### src/rtl/multicycle_ctrl_fsm.sv
// Multicycle CPU control unit: IF/ID/EXE/MEM/WB sequencer driving every datapath strobe.
// Outputs are combinational from (state, opcode, zero); 2-5 cycles per instruction, halt parks in ID until rst.
module multicycle_ctrl_fsm #(
  parameter int ALUOP_W = 3
) (
  input  logic               clk,
  input  logic               rst,
  input  logic [5:0]         opcode,
  input  logic               zero,
  output logic               PCWre,
  output logic               IRWre,
  output logic               RegWre,
  output logic               WrRegData,
  output logic [1:0]         RegOut,
  output logic               ALUSrcB,
  output logic [ALUOP_W-1:0] ALUOp,
  output logic               ExtSel,
  output logic               ALUM2Reg,
  output logic               DataMemRW,
  output logic [1:0]         PCSrc,
  output logic [2:0]         state
);

  localparam logic [5:0] OpAdd  = 6'b000000;
  localparam logic [5:0] OpSub  = 6'b000001;
  localparam logic [5:0] OpAddi = 6'b000010;
  localparam logic [5:0] OpOr   = 6'b010000;
  localparam logic [5:0] OpAnd  = 6'b010001;
  localparam logic [5:0] OpOri  = 6'b010010;
  localparam logic [5:0] OpSlt  = 6'b100110;
  localparam logic [5:0] OpSw   = 6'b110000;
  localparam logic [5:0] OpLw   = 6'b110001;
  localparam logic [5:0] OpBeq  = 6'b110100;
  localparam logic [5:0] OpJ    = 6'b111000;
  localparam logic [5:0] OpJr   = 6'b111001;
  localparam logic [5:0] OpJal  = 6'b111010;
  localparam logic [5:0] OpHalt = 6'b111111;

  localparam logic [ALUOP_W-1:0] AluAdd = ALUOP_W'(0);
  localparam logic [ALUOP_W-1:0] AluSub = ALUOP_W'(1);
  localparam logic [ALUOP_W-1:0] AluOr  = ALUOP_W'(2);
  localparam logic [ALUOP_W-1:0] AluAnd = ALUOP_W'(3);
  localparam logic [ALUOP_W-1:0] AluSlt = ALUOP_W'(4);

  localparam logic [1:0] PcNext   = 2'b00;
  localparam logic [1:0] PcBranch = 2'b01;
  localparam logic [1:0] PcReg    = 2'b10;
  localparam logic [1:0] PcJump   = 2'b11;

  localparam logic [1:0] DstRa = 2'b00;
  localparam logic [1:0] DstRt = 2'b01;
  localparam logic [1:0] DstRd = 2'b10;

  typedef enum logic [2:0] {
    sIf    = 3'd0,
    sId    = 3'd1,
    sExeAl = 3'd2,
    sExeBr = 3'd3,
    sExeLs = 3'd4,
    sMem   = 3'd5,
    sWbAl  = 3'd6,
    sWbLd  = 3'd7
  } ctrlState_t;

  ctrlState_t curState, nextState;
  logic       haltQ;
  logic       haltSet;

  logic isRType, isAluImm, isAlu;
  logic pcWreRaw, irWreRaw, regWreRaw, memWrRaw;

  function automatic logic [ALUOP_W-1:0] aluOpFor(input logic [5:0] op);
    logic [ALUOP_W-1:0] f;
    f = AluAdd;
    case (op)
      OpSub:        f = AluSub;
      OpOr, OpOri:  f = AluOr;
      OpAnd:        f = AluAnd;
      OpSlt:        f = AluSlt;
      default:      f = AluAdd;
    endcase
    return f;
  endfunction

  always_comb begin
    isRType  = (opcode == OpAdd) || (opcode == OpSub) || (opcode == OpOr) ||
               (opcode == OpAnd) || (opcode == OpSlt);
    isAluImm = (opcode == OpAddi) || (opcode == OpOri);
    isAlu    = isRType || isAluImm;
  end

  // Once halt is decoded it sticks even if the opcode input later wanders.
  assign haltSet = (curState == sId) && (opcode == OpHalt);

  always_ff @(posedge clk) begin
    if (rst) begin
      curState <= sIf;
      haltQ    <= 1'b0;
    end else begin
      curState <= nextState;
      haltQ    <= haltQ | haltSet;
    end
  end

  always_comb begin
    nextState = curState;
    pcWreRaw  = 1'b0;
    irWreRaw  = 1'b0;
    regWreRaw = 1'b0;
    memWrRaw  = 1'b0;
    WrRegData = 1'b0;
    RegOut    = DstRa;
    ALUSrcB   = 1'b0;
    ALUOp     = AluAdd;
    ExtSel    = 1'b0;
    ALUM2Reg  = 1'b0;
    PCSrc     = PcNext;

    case (curState)
      sIf: begin
        irWreRaw  = 1'b1;
        nextState = sId;
      end

      sId: begin
        if (haltQ || opcode == OpHalt) begin
          nextState = sId;
        end else if (isAlu) begin
          nextState = sExeAl;
        end else begin
          case (opcode)
            OpBeq:      nextState = sExeBr;
            OpLw, OpSw: nextState = sExeLs;
            OpJ: begin
              pcWreRaw  = 1'b1;
              PCSrc     = PcJump;
              nextState = sIf;
            end
            OpJr: begin
              pcWreRaw  = 1'b1;
              PCSrc     = PcReg;
              nextState = sIf;
            end
            OpJal: begin
              pcWreRaw  = 1'b1;
              PCSrc     = PcJump;
              regWreRaw = 1'b1;
              RegOut    = DstRa;
              WrRegData = 1'b0;
              nextState = sIf;
            end
            // Undefined opcodes retire as a nop.
            default: begin
              pcWreRaw  = 1'b1;
              PCSrc     = PcNext;
              nextState = sIf;
            end
          endcase
        end
      end

      sExeAl: begin
        ALUSrcB   = isAluImm;
        ExtSel    = (opcode == OpAddi);
        ALUOp     = aluOpFor(opcode);
        nextState = sWbAl;
      end

      sWbAl: begin
        ALUSrcB   = isAluImm;
        ExtSel    = (opcode == OpAddi);
        ALUOp     = aluOpFor(opcode);
        regWreRaw = 1'b1;
        WrRegData = 1'b1;
        RegOut    = isAluImm ? DstRt : DstRd;
        pcWreRaw  = 1'b1;
        nextState = sIf;
      end

      sExeBr: begin
        ALUOp     = AluSub;
        ExtSel    = 1'b1;
        pcWreRaw  = 1'b1;
        PCSrc     = zero ? PcBranch : PcNext;
        nextState = sIf;
      end

      sExeLs: begin
        ALUSrcB   = 1'b1;
        ExtSel    = 1'b1;
        nextState = sMem;
      end

      sMem: begin
        if (opcode == OpLw) begin
          nextState = sWbLd;
        end else begin
          // Anything other than lw retires here; only sw actually writes memory.
          memWrRaw  = (opcode == OpSw);
          pcWreRaw  = 1'b1;
          nextState = sIf;
        end
      end

      sWbLd: begin
        regWreRaw = 1'b1;
        WrRegData = 1'b1;
        ALUM2Reg  = 1'b1;
        RegOut    = DstRt;
        pcWreRaw  = 1'b1;
        nextState = sIf;
      end

      default: nextState = sIf;
    endcase
  end

  // Architectural side effects are suppressed for as long as reset is held.
  assign PCWre     = pcWreRaw  & ~rst;
  assign IRWre     = irWreRaw  & ~rst;
  assign RegWre    = regWreRaw & ~rst;
  assign DataMemRW = memWrRaw  & ~rst;
  assign state     = curState;

endmodule

### config.mk
export PLATFORM = sky130hd
export DESIGN_NAME = multicycle_ctrl_fsm
export DESIGN_NICKNAME = d
export VERILOG_FILES = /design/src/rtl/multicycle_ctrl_fsm.sv
export SDC_FILE = /design/constraint.sdc
export NUM_CORES = 1
export LEC_CHECK = 0
export CAP_MARGIN = 20
export CORE_MARGIN = 3
export CORE_UTILIZATION = 38
export CTS_BUF_LIST = sky130_fd_sc_hd__clkbuf_4 sky130_fd_sc_hd__clkbuf_8 sky130_fd_sc_hd__clkbuf_16
export CTS_CLUSTER_SIZE = 24
export DETAILED_ROUTE_END_ITERATION = 16
export PLACE_DENSITY = 0.89
export SLEW_MARGIN = 25
export SYNTH_ARGS = -nofsm -noshare
export SYNTH_HDL_FRONTEND = slang
export SYNTH_SLANG_ARGS = --single-unit
export TNS_END_PERCENT = 5
### constraint.sdc
create_clock -name clk -period 2 [get_ports clk]
set_input_delay 0.2 -clock clk [delete_from_list [all_inputs] [get_ports clk]]
set_output_delay 0.2 -clock clk [all_outputs]
set_load 0.005 [all_outputs]
### Word-level counts from Yosys, hierarchy flattened

Index checks and enable logic that the tools add are counted.

| storage, ports and cells | value |
|---|---|
| input port bits | 9 |
| register bits | 4 |
| output and inout bits | 18 |
| word-level logic and storage cells | 76 |

| operators by class | value |
|---|---|
| equal/unequal tests | 20 |
| mux-type cells | 30 |
| bitwise logic cells | 6 |
| reductions and logical operators | 18 |

Operator list:

| operator | count |
|---|---|
| == test 6 bit (second input constant) | 8 |
| == test 6 x 5 -> 1 bit (second input constant) | 3 |
| one-hot mux 3 bit (6 select lines) | 1 |
| two-way mux 1 bit | 13 |
| == test 3 bit (second input constant) | 4 |
| one-hot mux 2 bit (2 select lines) | 3 |
| one-hot mux 3 bit (2 select lines) | 2 |
| one-hot mux 3 bit (4 select lines) | 1 |
| OR reduction 2 bit | 6 |
| two-way mux 3 bit | 3 |
| logical OR 1 bit | 7 |
| == test 3 x 2 -> 1 bit (second input constant) | 2 |
| == test 6 x 1 -> 1 bit (second input constant) | 1 |
| == test 6 x 2 -> 1 bit (second input constant) | 1 |
| zero test 6 bit | 1 |
| two-way mux 2 bit | 3 |
| one-hot mux 1 bit (2 select lines) | 3 |
| OR reduction 3 bit | 2 |
| bitwise AND 1 bit | 4 |
| == test 3 x 1 -> 1 bit (second input constant) | 1 |
| zero test 3 bit | 1 |
| one-hot mux 1 bit (3 select lines) | 1 |
| logical AND 1 bit | 1 |
| inverter 1 bit | 1 |
| OR 1 bit | 1 |

### Depth between registers and ports, before layout

Gate-level depths: netlist of run 1.

| depth | value |
|---|---|
| depth in word-level cells | 10 |
| gate-level depth with buffers | 5 |
| gate-level depth less buffers | 4 |

### Least setup slack after synthesis of run 1

Ideal clock, no wire load.

| path | value |
|---|---|
| kind | register to output |
| from | register curState[1] (netlist: state[1]) |
| to | output port PCSrc[0] |
| data required time | 1.800 ns |
| arrival | 1.503 ns |
| path buffers | 0 |
| setup slack | 0.297 ns |
| cell stages (with the launch flop) | 5 |
| cell sequence | dfxtp_1 > or4b_1 > or3_4 > o21ai_1 > and3_1 |

| between the ends | value |
|---|---|
| longest elaborated chain between the ends | 2 |
| elaborated cells between the ends (all ways) | 3 |
| those cells by class | eq/ne: 2; mux: 1 |

Ends and longest elaborated chain:

| element | line | source |
|---|---|---|
| start, declared | 65 | `ctrlState_t curState, nextState;` |
| start signal, assigned | 97 | `curState <= sIf;` |
| start signal, assigned | 100 | `curState <= nextState;` |
| == test 3 x 2 -> 1 bit or == test 3 x 1 -> 1 bit (tied branches) | 119 | `case (curState)` |
| one-hot mux 2 bit (2 select lines) * | 119 |  |
| end, declared | 20 | `output logic [1:0] PCSrc,` |

Every way passes the cells marked *; elsewhere a longest branch is shown, timed or not.

### Worst setup path in the final report of run 1

| path | value |
|---|---|
| from | register curState[1] (netlist: state[1]) |
| to | output port RegWre |

| between the ends | value |
|---|---|
| longest elaborated chain between the ends | 4 |
| elaborated cells between the ends (all ways) | 6 |
| those cells by class | eq/ne: 3; mux: 1; bitwise: 1; reduce/logical: 1 |

Ends and longest elaborated chain:

| element | line | source |
|---|---|---|
| == test 3 bit | 119 |  |
| OR reduction 2 bit (no source line) | n/a |  |
| one-hot mux 1 bit (2 select lines) * | 119 |  |
| bitwise AND 1 bit * | 221 | `assign RegWre = regWreRaw & ~rst;` |
| end, declared | 12 | `output logic RegWre,` |

Marked as above.

==> results.cfg, run 1 <==
[clock_tree]
cts_buffer_depth = 2
clk_pin_slew_worst_paths_ps = 50
cts.sinks = 4
h-tree-depth = 1
clock_latency_ps = 250
cts_tree = yes
cts-root-buf = clkbuf_4
cts_buffers = 3
cts_hold_buf = 0

[detailed_routing]
wl_per_cell_um = 15.3
wl_met1_um = 765
wl_met2_mm = 1.02
routed_wirelength_mm = 2.07
ant_nets = 0
vias = 833
viasPerCell = 6.17
routed-wl-met3_um = 229
drc = 0
first_pass_iters = 4
top_layer = met4
drt_iter0_markers = 37

[die]
start_util_pct = 43.5
coreArea_um2 = 1190
die_area_um2 = 1830
die_x_um = 42.8
rows = 12
ios = 27
die_height_um = 42.8

[power]
combPwrFrac_pct = 43.6
power_density_nw_per_um2 = 365
p_leak_nw = 0.401
p_int_uw = 229
peakVddDrop_mv = 0.418
p_sw_uw = 118
seqPwrFrac_pct = 25.0
sw_frac_of_total_pct = 34.0
clkPwrFrac_pct = 31.5

[grt]
grt_pass1_wl_mm = 3.58
grtUsageTotal_pct = 25.1
antenna_found_initial = 0
grt_pass1_vias = 821
overflow = 0
grt_max_degree = 15

[timing]
period_minus_slack_ps = 2060
period_share_pct = 103
finalMaxSlewViolations = 0
fin_setup_tns_ps = -101
max-slew-margin-rel_pct = 72.6
setup_viol = 2
setup_slack_ps = -57.4
finClkSkew_ps = 14.2
grt_setup_unrepaired = true
max_clock_freq_mhz = 486
tightest_slew_ps = 412
hold_violations = 0

[run]
drv_cap = 0

[critical_path]
worst-setup-path-type = reg -> out
slowest_stage = or4b_4
cp_max_fo = 3
critPathLaunchType = flop
crit_buf_inv = 1
required_ps = 1800
crit_family = simple AND/OR/NAND/NOR gates
cp.arrival_ps = 1860
cp-end-kind = primary output
ff2ff_path_depth = 3
crit_chain = or4b_4 -> or3_4 -> o21ai_2 -> nor2b_2 -> clkbuf_2
critical-path-max-stage-delay_ps = 530
critical_path_depth = 5

[finish]
fin_util_pct = 80.3
seqCellArea_um2 = 81.3
final_cell_mix = buf_4, clkdlybuf4s50_1, nor2_1
num-nets-final = 132
multi_input_area_um2 = 449
nFillCells = 97
fin_area_um2 = 952
antenna_cells = 0
drive_gt1_share_pct = 30.6
layout_commonest_cell = buf_4
syn_to_final_growth_pct = 84.7
final_cells = 135

[min_path]
hp-class = reg -> reg
min_delay_path_depth = 3

[logic_synthesis]
synth_area_per_cell_um2 = 6.14
syn_nets = 93
synth_seq_cells = 4
synth_top_area_cell = dfxtp_1
netlist-cell-type-count = 32
synth_area_um2 = 515
yosysWarnings = 0
synth_cells = 84
ys_seq_area_share_pct = 15.5
netlist.area_leader.share_pct = 15.5
synth.area.top_cells = dfxtp_1, nand3_1, nor2_1

[placed_design]
placed_area_um2 = 887
place.port_buffers = 26
place_inst = 132
dp_hpwl_mm = 1.47
place.gp.congestion = 0.883
dp_worst_setup_slack_ps = -231

[outcome]
violations = negative setup slack
status = complete, but fails checks
[cells in the mapped netlist (all sizes together)]
| cell | instances |
|---|---|
| o21ai | 5 |
| a41oi | 1 |
| nor3 | 4 |
| buf | 2 |
| a31oi | 1 |
| and3 | 2 |
| nor4 | 3 |
| or2b | 1 |
| or3 | 3 |
| a21oi | 4 |
| a311oi | 1 |
| nand3b | 1 |
| o41a | 1 |
| o32ai | 1 |
| and2 | 1 |
| o221ai | 1 |
| nor2 | 9 |
| o2bb2ai | 1 |
| nand3 | 7 |
| nor2b | 3 |
| a22oi | 1 |
| o22ai | 3 |
| nand2b | 3 |
| nand2 | 7 |
| clkbuf | 7 |
| dfxtp | 4 |
| nand4b | 1 |
| inv | 4 |
| or2 | 1 |
| or4b | 1 |
[power by group through the flow]
stage / clock network [mW] / registers (mW) / logic (mW)
after floorplan: 0 / 0.0904 / 0.0638
after global placement: 0 / 0.0874 / 0.134
after detailed placement: 0 / 0.0875 / 0.140
after CTS: 0.103 / 0.0863 / 0.144
after global routing: 0.116 / 0.0870 / 0.165
final: 0.109 / 0.0868 / 0.152
[path summary, 6_finish.rpt]
check | from | to | slack (ps)
min | haltQ | haltQ | 620
max reg2reg | state[1] | state[1] | 630
min reg2reg | haltQ | haltQ | 620
max | state[1] | RegWre | -60
[per-layer routing]
layer	global-route usage [%]	vias up
li1	-	381
met1	26.4	383
met2	46.1	61
met3	8.47	8
met4	7.45	0
met5	0	-
[kinds of logic after synthesis]
family	share of synthesized area [%]
AOI/OAI and AO/OA	25.7
buffers and inverters	9.47
DFF	15.5
and+or+nand+nor	49.3
[state kept, by name, indices dropped and copies added (netlist names)]
name   cells
haltQ      1
state      3
[layout make-up]
class	count	area share [%]
repair buffers	43	38.5
inverters	4	1.58
clock buffers	3	2.37
well taps	14	1.84
multi-input cells	67	47.2
flip-flops and latches	4	8.54
[worst min-delay path, cell delays in order, from the launching register on]
cell	delay, ps
dfxtp_1	340
buf_4	130
a31oi_1	40
nor2_1	70
[metrics by stage]
stage	hold slack [ps]	power, mW
after CTS	605	0.333
after detailed placement	578	0.227
final	620	0.348
after global placement	568	0.221
after global routing	636	0.368
after floorplan	469	0.154
[timing repair]
action                     CTS  global route
gates resized for setup     22            14
pin swaps                    3             2
buffers inserted             0             0
setup endpoints to repair   12             8
No activity file was read; power rests on OpenSTA's default activity.
==> run 2: changes to the inputs <==
==> config.mk (replaced) <==
export PLATFORM = sky130hd
export DESIGN_NAME = multicycle_ctrl_fsm
export DESIGN_NICKNAME = d
export VERILOG_FILES = /design/src/rtl/multicycle_ctrl_fsm.sv
export SDC_FILE = /design/constraint.sdc
export NUM_CORES = 1
export LEC_CHECK = 0
export CAP_MARGIN = 20
export CORE_AREA = 3 3 40 42
export CTS_BUF_LIST = sky130_fd_sc_hd__clkbuf_2 sky130_fd_sc_hd__clkbuf_4 sky130_fd_sc_hd__clkbuf_8
export CTS_CLUSTER_SIZE = 24
export DETAILED_ROUTE_END_ITERATION = 16
export DIE_AREA = 0 0 43 45
export PLACE_DENSITY = 0.9
export SLEW_MARGIN = 25
export SYNTH_ARGS = -nofsm -noshare
export SYNTH_HDL_FRONTEND = slang
export SYNTH_SLANG_ARGS = --single-unit
export TNS_END_PERCENT = 1
==> run 2 against run 1 <==
Net effect:
- the flow still finishes with violations (negative setup slack)
- largest power group unchanged
- via count is 3.0% lower
- largest cell class unchanged
- final cell count increased by 3.0%
- utilization fell by 7.0 points
- die area up 5.5%
- non-clock buffer count up 3
- setup slack improved by 25 ps
- power is 3.9% lower
- clock power fell by 7%
- sequential share of layout area is 0.091 points higher
- wire length fell by 6.5%
- sequential cell count stayed put
- global-route usage decreased by 3.9 points
==> results.cfg, run 2 (synthesis results as in run 1) <==
[outcome]
status = complete, but fails checks
violations = negative setup slack

[timing]
period_minus_slack_ps = 2030
setup_slack_ps = -32.1
max-slew-margin-rel_pct = 75.9
setup_viol = 2
hold_violations = 0
finalMaxSlewViolations = 0
period_share_pct = 102
whs_ps = 587
max_clock_freq_mhz = 492
tightest_slew_ps = 361
grt_setup_unrepaired = true
finClkSkew_ps = 7.94

[clock_tree]
cts-root-buf = clkbuf_4
cts.sinks = 4
post_cts.repair.setup_buffers = 0
cts_hold_buf = 0
h-tree-depth = 1
cts_buffers = 3
clock_latency_ps = 240
clk_pin_slew_worst_paths_ps = 40
cts_tree = yes
cts_buffer_depth = 2

[die]
rows = 13
die_height_um = 45
ios = 27
die_x_um = 43
die_area_um2 = 1940
start_util_pct = 40.1
coreArea_um2 = 1280

[critical_path]
required_ps = 1800
critical_path_depth = 5
crit_chain = or4b_4 -> or3_4 -> o21ai_1 -> and3_1 -> buf_2
ff2ff_path_depth = 3
cp-end-kind = primary output
worst-setup-path-type = reg -> out
crit_buf_inv = 1
cp_max_fo = 3
critical-path-max-stage-delay_ps = 540
crit_family = simple AND/OR/NAND/NOR gates
critPathLaunchType = flop
slowest_stage = or4b_4
cp.arrival_ps = 1830

[power]
power_density_nw_per_um2 = 355
p_total_uw = 334
p_leak_nw = 0.396
peakVddDrop_mv = 0.304

[placed_design]
placed_area_um2 = 911
place.gp.congestion = 0.941
dp_hpwl_mm = 1.46
place.port_buffers = 26

[finish]
fin_util_pct = 73.3
layout_commonest_cell = buf_4
antenna_cells = 0
drive_gt1_share_pct = 28.2
fin_area_um2 = 942
nFillCells = 102
syn_to_final_growth_pct = 82.8
final_cell_mix = buf_4, clkdlybuf4s50_1, nor2_1
largest_reg_flops = 3
num-nets-final = 135

[detailed_routing]
viasPerCell = 5.81
first_pass_iters = 4
ant_nets = 0
drc = 0
routed_wirelength_mm = 1.93
wl_per_cell_um = 13.9
vias = 808
drt_iter0_markers = 27

[run]
drv_cap = 0

[grt]
antenna_found_initial = 0
grtUsageTotal_pct = 21.2
grt_pass1_vias = 725
overflow = 0
grt_pass1_wl_mm = 3.15
grt_max_degree = 15

[min_path]
hp-class = reg -> reg
min_delay_path_depth = 3
[run 2: changes by cell type in the layout (fill, tap and decap cells not counted), moves of 2 or more]
cell	previous run	this run
buf_4	17	20
o21ai_1	1	3
clkbuf_2	2	0
o21ai_2	2	0
[run 2: area by class of cell]
| cell class | count | area, µm² | share of cell area [%] |
|---|---|---|---|
| Tap cell | 15 | 18.8 | 1.99 |
| Timing Repair Buffer | 46 | 390 | 41.4 |
| Sequential cell | 4 | 81.3 | 8.63 |
| Multi-Input combinational cell | 67 | 414 | 44.0 |
| Clock buffer | 3 | 22.5 | 2.39 |
| Inverter | 4 | 15.0 | 1.59 |
[run 2: what timing repair did]
action,in CTS,in global routing
setup endpoints to repair,12,8
resized for setup,28,2
pin swaps,7,0
[run 2: layer usage]
| layer | vias up | track usage, % | part of all wire (%) |
|---|---|---|---|
| li1 | 389 | - | - |
| met1 | 368 | 25.5 | 38 |
| met2 | 47 | 36.8 | 51 |
| met3 | 4 | 6.37 | 8.9 |
| met4 | 0 | 6.02 | 1.8 |
| met5 | - | 0 | 0 |
[run 2: tightest hold or removal path: stages (launching register included)]
cell	delay [ps]
dfxtp_2	320
buf_4	120
a31oi_1	40
nor2_1	70
[run 2: power breakdown]
| group | internal [mW] | switching (mW) | total (mW) |
|---|---|---|---|
| clock | 0.0672 | 0.0341 | 0.101 |
| sequential | 0.0845 | 0.00198 | 0.0865 |
| combinational | 0.0769 | 0.0695 | 0.146 |
[run 2: final timing paths]
kind	startpoint	end	slack, ps
max reg2reg	haltQ	state[1]	670
min	haltQ	haltQ	590
min reg2reg	haltQ	haltQ	590
max	haltQ	PCSrc[0]	-30
[run 2: per-stage QoR]
step,setup TNS (ps),instances,setup slack (ps)
finish,-46.6,139,-32.1
global route,-309,139,-109
CTS,-67.7,139,-37.9
detailed placement,-1850,136,-220
global placement,-1610,136,-215
floorplan,0,84,297
